===== src/rtl/grev_pkg.sv =====
// Shared types and elaboration helpers for the iterative GREV unit.
package grev_pkg;

  typedef enum logic [1:0] {
    IDLE = 2'd0,
    RUN  = 2'd1,
    DONE = 2'd2
  } state_t;

  // Number of butterfly stages for a power-of-two width.
  function automatic int grev_log2(input int w);
    int r;
    r = 0;
    for (int i = 0; i < 31; i++) begin
      if ((1 << i) < w) r = i + 1;
    end
    return r;
  endfunction

  function automatic bit grev_is_pow2(input int w);
    return (w >= 2) && ((w & (w - 1)) == 0);
  endfunction

endpackage


===== src/rtl/grev_stage.sv =====
// One combinational GREV butterfly: swaps adjacent 2^idx-bit blocks when enabled.
// Zero latency, no flow control.
module grev_stage
  import grev_pkg::*;
#(
  parameter int WIDTH = 16,
  parameter int IW    = 3
) (
  input  logic [WIDTH-1:0] i_data,
  input  logic [IW-1:0]    i_idx,
  input  logic             i_en,
  output logic [WIDTH-1:0] o_data
);

  localparam int L = grev_log2(WIDTH);

  logic [L-1:0][WIDTH-1:0] w_swap;

  for (genvar k = 0; k < L; k++) begin : g_lvl
    for (genvar j = 0; j < WIDTH; j++) begin : g_bit
      assign w_swap[k][j] = i_data[j ^ (1 << k)];
    end
  end

  always_comb begin
    o_data = i_data;
    if (i_en) begin
      for (int k = 0; k < L; k++) begin
        if (i_idx == IW'(k)) o_data = w_swap[k];
      end
    end
  end

endmodule


===== src/rtl/grev_unit.sv =====
// Iterative GREV: dout[j] = din[j ^ ctl], L/SPC cycles from accept to out_valid.
// Holds the result in DONE until out_ready; in_ready follows out_ready in DONE.
module grev_unit
  import grev_pkg::*;
#(
  parameter  int WIDTH = 16,
  parameter  int SPC   = 1,
  localparam int L     = grev_log2(WIDTH)
) (
  input  logic             clk,
  input  logic             rst,
  input  logic             in_valid,
  output logic             in_ready,
  input  logic [WIDTH-1:0] din,
  input  logic [L-1:0]     ctl,
  output logic             out_valid,
  input  logic             out_ready,
  output logic [WIDTH-1:0] dout,
  output logic             busy
);

  localparam int CW = $clog2(L + 1);

  if (!grev_is_pow2(WIDTH)) begin : g_bad_width
    $error("grev_unit: WIDTH must be a power of two, at least 2");
  end
  if ((SPC < 1) || ((L % ((SPC < 1) ? 1 : SPC)) != 0)) begin : g_bad_spc
    $error("grev_unit: SPC must be positive and divide log2(WIDTH)");
  end

  state_t            r_state;
  state_t            w_state_nxt;
  logic [WIDTH-1:0]  r_data;
  logic [L-1:0]      r_ctl;
  logic [CW-1:0]     r_cnt;
  logic              w_load;
  logic              w_step;
  logic              w_last;
  logic              w_in_rdy;
  logic              w_out_vld;

  logic [SPC:0][WIDTH-1:0] w_chain;

  assign w_chain[0] = r_data;

  for (genvar s = 0; s < SPC; s++) begin : g_stage
    logic [CW-1:0] w_idx;
    logic [L-1:0]  w_ctl_sh;
    assign w_idx    = r_cnt + CW'(s);
    assign w_ctl_sh = r_ctl >> w_idx;

    grev_stage #(
      .WIDTH (WIDTH),
      .IW    (CW)
    ) u_stage (
      .i_data (w_chain[s]),
      .i_idx  (w_idx),
      .i_en   (w_ctl_sh[0]),
      .o_data (w_chain[s+1])
    );
  end

  assign w_last = ((r_cnt + CW'(SPC)) == CW'(L));

  always_ff @(posedge clk or posedge rst) begin
    if (rst) r_state <= IDLE;
    else     r_state <= w_state_nxt;
  end

  always_comb begin
    w_state_nxt = r_state;
    w_in_rdy    = 1'b0;
    w_out_vld   = 1'b0;
    w_load      = 1'b0;
    w_step      = 1'b0;
    case (r_state)
      IDLE: begin
        w_in_rdy = 1'b1;
        if (in_valid) begin
          w_load      = 1'b1;
          w_state_nxt = RUN;
        end
      end
      RUN: begin
        w_step = 1'b1;
        if (w_last) w_state_nxt = DONE;
      end
      DONE: begin
        w_out_vld = 1'b1;
        // Result leaving this edge frees the unit for a same-edge accept.
        if (out_ready) begin
          w_in_rdy = 1'b1;
          if (in_valid) begin
            w_load      = 1'b1;
            w_state_nxt = RUN;
          end else begin
            w_state_nxt = IDLE;
          end
        end
      end
      default: w_state_nxt = IDLE;
    endcase
  end

  always_ff @(posedge clk or posedge rst) begin
    if (rst) begin
      r_data <= '0;
      r_ctl  <= '0;
      r_cnt  <= '0;
    end else if (w_load) begin
      r_data <= din;
      r_ctl  <= ctl;
      r_cnt  <= '0;
    end else if (w_step) begin
      r_data <= w_chain[SPC];
      r_cnt  <= r_cnt + CW'(SPC);
    end
  end

  assign in_ready  = w_in_rdy;
  assign out_valid = w_out_vld;
  assign dout      = r_data;
  assign busy      = (r_state != IDLE);

endmodule

===== config.mk =====
export PLATFORM = sky130hd
export DESIGN_NAME = grev_unit
export DESIGN_NICKNAME = d
export VERILOG_FILES = /design/src/rtl/grev_pkg.sv /design/src/rtl/grev_stage.sv /design/src/rtl/grev_unit.sv
export SDC_FILE = /design/constraint.sdc
export NUM_CORES = 1
export LEC_CHECK = 0
export BUFFER_PORTS_ARGS = -buffer_cell sky130_fd_sc_hd__clkbuf_2
export CAP_MARGIN = 20
export CORE_UTILIZATION = 40
export DETAILED_ROUTE_END_ITERATION = 8
export PLACE_DENSITY = 0.57
export RECOVER_POWER = 50
export SLEW_MARGIN = 20
export SYNTH_ARGS = -nofsm -noshare
export SYNTH_HDL_FRONTEND = slang
export SYNTH_HIERARCHICAL = 1
export SYNTH_SLANG_ARGS = --single-unit

===== constraint.sdc =====
create_clock -name clk -period 5.5 [get_ports clk]
set_clock_uncertainty 0.2 [all_clocks]
set_input_delay 0.275 -clock clk [delete_from_list [all_inputs] [get_ports clk]]
set_output_delay 0.275 -clock clk [all_outputs]
set_load 0.05 [all_outputs]

Word-level counts from Yosys, hierarchy flattened

Cells that the tools add are included.

Input port bits: 24
Register bits: 25

Shifts and indexed selects: 1
Muxes and demuxes: 21
Reductions and logical operators: 8
Equality and inequality tests: 9
$add $sub $neg: 1

Operator list:

| kind                                                                   | number |
|---|---|
| 16-bit two-way mux                                                     | 7 |
| 3-bit by 2-bit equality test with 1-bit output (second input constant) | 2 |
| 1-bit two-way mux                                                      | 6 |
| 2-bit two-way mux                                                      | 3 |
| 3-bit two-way mux                                                      | 2 |
| 2-bit inequality test (second input constant)                          | 3 |
| 2-bit case mux with 3 select lines                                     | 1 |
| 3-bit AND reduction                                                    | 2 |
| 2-bit nonzero test                                                     | 3 |
| 5-bit nonzero test                                                     | 1 |
| 1-bit case mux with 2 select lines                                     | 2 |
| 4-bit by 3-bit >> shifter with 1-bit output                            | 1 |
| 3-bit by 1-bit adder with 3-bit output (second input constant)         | 1 |
| 3-bit by 1-bit equality test with 1-bit output (second input constant) | 1 |
| 3-bit equality test (second input constant)                            | 1 |
| 3-bit logical NOT                                                      | 1 |
| 2-bit by 1-bit equality test with 1-bit output (second input constant) | 1 |
| 2-bit equality test (second input constant)                            | 1 |
| 2-bit logical NOT                                                      | 1 |

Depth between registers and ports, before layout

Word-level depth: 8
Depth in mapped cells: 8
Gate-level depth less buffers: 6

Hierarchy

Netlist, hierarchy kept.

By module, submodules not included:

| module     | times used | area each (um^2) | cells an instance |
|---|---|---|---|
| grev_unit  | 1          | 1451.4           | 109 |
| grev_stage | 1          | 635.6            | 39 |

Worst setup path before layout

OpenSTA, ideal clock, no wires.

Path kind: register -> register
Start: reg r_cnt[0]
End: reg r_data[11], in the netlist dout[11]
Arrival time: 2270 ps
Data required time: 5175 ps
Stages on the path, launching flop included: 9
Setup slack: 2906 ps
Buffers on the path: 2
Cells stage by stage: dfrtp_1 mux4_2 nor2b_1 nor2b_1 buf_2 buf_2 mux2_2 mux2_2 mux2_2

Elaborated cells between the ends (all ways): 14
Those cells by class: eq/ne (3); shift (1); mux (6); reduce/logical (4)

RTL lines:

| what                                        | line             | source |
|---|---|---|
| start: declaration                          | grev_unit.sv:35  | `logic [CW-1:0] r_cnt;` |
| start signal: assignment                    | grev_unit.sv:116 | `r_cnt <= r_cnt + CW'(SPC);` |
| 4-bit by 3-bit >> shifter with 1-bit output | grev_unit.sv:50  | `assign w_ctl_sh = r_ctl >> w_idx;` |
| named net g_stage[0].w_ctl_sh[0]            | grev_unit.sv:48  | `logic [L-1:0] w_ctl_sh;` |
| 2-bit nonzero test (no line)                | --               |  |
| 3-bit AND reduction (no line)               | --               |  |
| end signal: assignment                      | grev_unit.sv:111 | `r_data <= din;` |
| end signal: assignment                      | grev_unit.sv:115 | `r_data <= w_chain[SPC];` |
| end: declaration                            | grev_unit.sv:33  | `logic [WIDTH-1:0] r_data;` |

The timed path passes the listed nets, and every way through them passes these cells. The select of a mux whose other input is x is not followed.
A chain may end at the register's enable or synchronous reset.

Worst setup path after layout

Start: reg r_cnt[0]
End: reg r_data[12], in the netlist dout[12]

Same word-level chain as after synthesis.

==> impl_summary.md <==
Status
The flow ran to the end, and the final reports show no timing, DRC or antenna violations.

Yosys
The cell type with the highest aggregate area in the netlist is dfrtp_1. The portion of synthesized cell area occupied by the leading cell type is between 20 and 30%. The mapped cell area is roughly 2100 µm². The mean cell area of the mapped netlist is roughly 14 µm². Synthesis produced approximately 150 cells. Synthesis produced a netlist with a net count of 174. The flip-flop and latch count after synthesis is 25. The number of different library cells used by synthesis comes to 26. The Yosys warning count is 6. Of the synthesized area, sequential elements account for between 20% and 30%. By area the synthesized netlist is led by dfrtp_1 30%, mux2_2 18%, mux4_1 13%.

GRT
The via count of the first global-routing pass is 1339. Global routing used between 10% and 20% of the available tracks across all layers. Entering global routing, the biggest net connects 26 pins.

The final global-route overflow total is 0. The wire length of the first global-routing pass is 6510 µm. The number of antenna violations at the first check in global routing is 0.

Timing
The fmax is between 300 and 400 MHz. The minimum clock period is around 3.1 ns. The total negative setup slack is 0 ns. Setup violations remaining at the end of the flow were counted as 0. The relative max-transition margin is a little under two fifths. For the pin with the worst max-slew slack, the measured transition is slightly above 0.9 ns.

The number of pins with negative max-slew slack in the final report was 0. The number of hold violations in the final report was 0. Setup repair after global routing left no endpoint under its margin. Dividing the final minimum period by the clock period gives 56.7%.

Place
The HPWL after detailed placement is between 2000 and 3000 µm. The count of port buffers added during placement is 42. At the end of routability-driven placement, the weighted congestion stood at approximately 0.81.

Detailed routing
The detail-routed net length per standard cell is between 15 and 20 µm. The total routed wirelength is 4040 µm. The average via count per standard cell is about 5.4.

For this block, the initial DRC count from the detailed router was between 60 and 70. The number of remaining DRC errors is 0. The total number of vias is ~1300. The count of nets left with antenna violations once routing finished came out at 0. The first TritonRoute pass finished after 4 iterations.

CTS
No sink is reached through more buffers than the 2 on the longest clock path. The latest clock arrival within the worst-skew pair is 0.28 ns. Clock tree synthesis inserted a total of 3 buffers.

After clock tree synthesis, the setup repair step added 0 buffers. In this run the number of H-tree levels came out at 1. After clock tree synthesis, the repair step resized 0 gates.

The clock sink total is 25. In this run, post-CTS hold repair placed 3 buffers. The buffer cell driving the clock tree root is clkbuf_8. TritonCTS built the clock tree. After clock tree synthesis, the clock-pin slew on the worst setup and hold paths is ~0.1 ns.

Cells and area
The commonest non-fill, non-tap cell in the layout is mux2_2. In the final layout, the share of cells above drive strength 1 is 56.1%. The net total in the final layout is 200. The antenna diode instance count is 0. Leaving out fill and tap cells, the most frequent cells in the layout are 34 x mux2_2, 33 x clkbuf_2, 25 x dfrtp_1. The synthesis-to-layout area growth is 8.09%.

Floorplan
The number of core rows is 25. The floorplan die height is 74.2 µm. The floorplan step defined a die boundary enclosing 5510 µm².

The initial standard-cell utilization of the core is 42.8%. The area inside the core boundary is 4880 µm². The count of pins on the block boundary is 43. The width of the chip is around 74 µm.

Worst setup path
Data on the critical path arrives at its endpoint at 3.09 ns. The delay of the slowest cell on the worst path is about 0.95 ns. Of all nets on the critical path, the largest fanout is 20.

The endpoint type of the worst setup path is a flip-flop. The number of buffers and inverters on the critical path is 1. The kind of cell with the highest combined delay along the critical path is multiplexers. Data on the critical path is required at its endpoint by between 5 and 6 ns.

The category of the critical setup timing path is reg -> reg. Among all stages on the critical path, the largest delay is contributed by dfrtp_1. The nature of the critical path startpoint is a flip-flop. Walking the worst path, the cells encountered are mux4_2 > nor2b_1 > nor2b_1 > buf_4 > mux2_2 > mux2_2 > mux2_2. The most prevalent standard cell on the critical path is mux2_2.

Min path
The path class of the tightest hold or removal check is in -> reg.

Run
The number of maximum-capacitance constraint violations is 0.
[registers in the layout (all words and copies together), names as in the netlist]
name / flops
dout: 16
r_ctl: 4
r_cnt: 3
r_state: 2
[Yosys cell counts]
master / number
ha_1: 2
or2_2: 1
mux2_2: 34
mux4_2: 7
nand3b_1: 1
xnor2_1: 1
a21oi_1: 3
mux2_1: 4
buf_6: 2
mux4_1: 10
o211a_1: 1
buf_12: 2
nand2b_1: 1
buf_2: 5
nor2_1: 3
nor2b_1: 3
o211ai_4: 1
xor2_1: 2
clkbuf_1: 1
buf_4: 17
a32o_1: 1
dfrtp_1: 25
inv_2: 1
inv_1: 3
mux2_4: 14
nand2_1: 3
[cells by family after synthesis]
family / after synthesis / synth area share [%]
multiplexers: 69 / 50.7
buffers and inverters: 31 / 11.2
flip-flops: 25 / 30.0
AND/OR/NAND/NOR: 12 / 2.94
AO/OA/AOI/OAI: 6 / 2.70
XOR/XNOR: 3 / 1.26
adder cells (fa/ha/maj): 2 / 1.20
[final cells by class]
type | instances | area [µm²]
clock buffer | 3 | 41.3
clock inverter | 1 | 8.76
fill | 475 | 2620
inverter | 4 | 15.0
multi-input combinational | 92 | 1230
sequential | 25 | 626
tap | 67 | 83.8
timing repair buffer | 48 | 254
[stage by stage]
step	area (µm²)	hold slack (ns)	setup slack [ns]	utilization, %	cells
floorplan	2090	0.102	2.91	-	148
global placement	2180	0.268	2.42	44.6	232
detailed placement	2180	0.275	2.39	44.6	232
CTS	2260	0.00852	2.36	46.3	239
global route	2260	0.00411	2.23	46.2	240
finish	2260	0.0148	2.38	46.2	240
[per-layer routing]
metal,track usage (%),part of all wire [%],vias to the layer above
met5,0,0,-
met2,28.0,53,37
met4,3.77,0.77,0
li1,-,-,603
met1,19.5,41,653
met3,3.39,4.5,4
[worst register-to-register path: cells and delay by family (launching register included)]
kind / cells / cell delay [ns]
muxes: 4 / 1.40
DFF: 1 / 0.95
and+or+nand+nor: 2 / 0.25
buffers and inverters: 1 / 0.20
[worst paths after layout]
check	cells past startpoint	from	endpoint	slack, ns
setup reg to reg	7	r_cnt[0]	dout[12]	2.38
max in group asynchronous	3	rst	dout[9]	4.26
min in group asynchronous	3	rst	r_ctl[0]	0.40
setup / recovery	7	r_cnt[0]	dout[12]	2.38
hold reg to reg	1	r_ctl[3]	r_ctl[3]	0.29
hold / removal	2	ctl[0]	r_ctl[0]	0.01
Power is not shown: default switching activity piles up to over one toggle a cycle in this logic, so the estimate is an artifact.
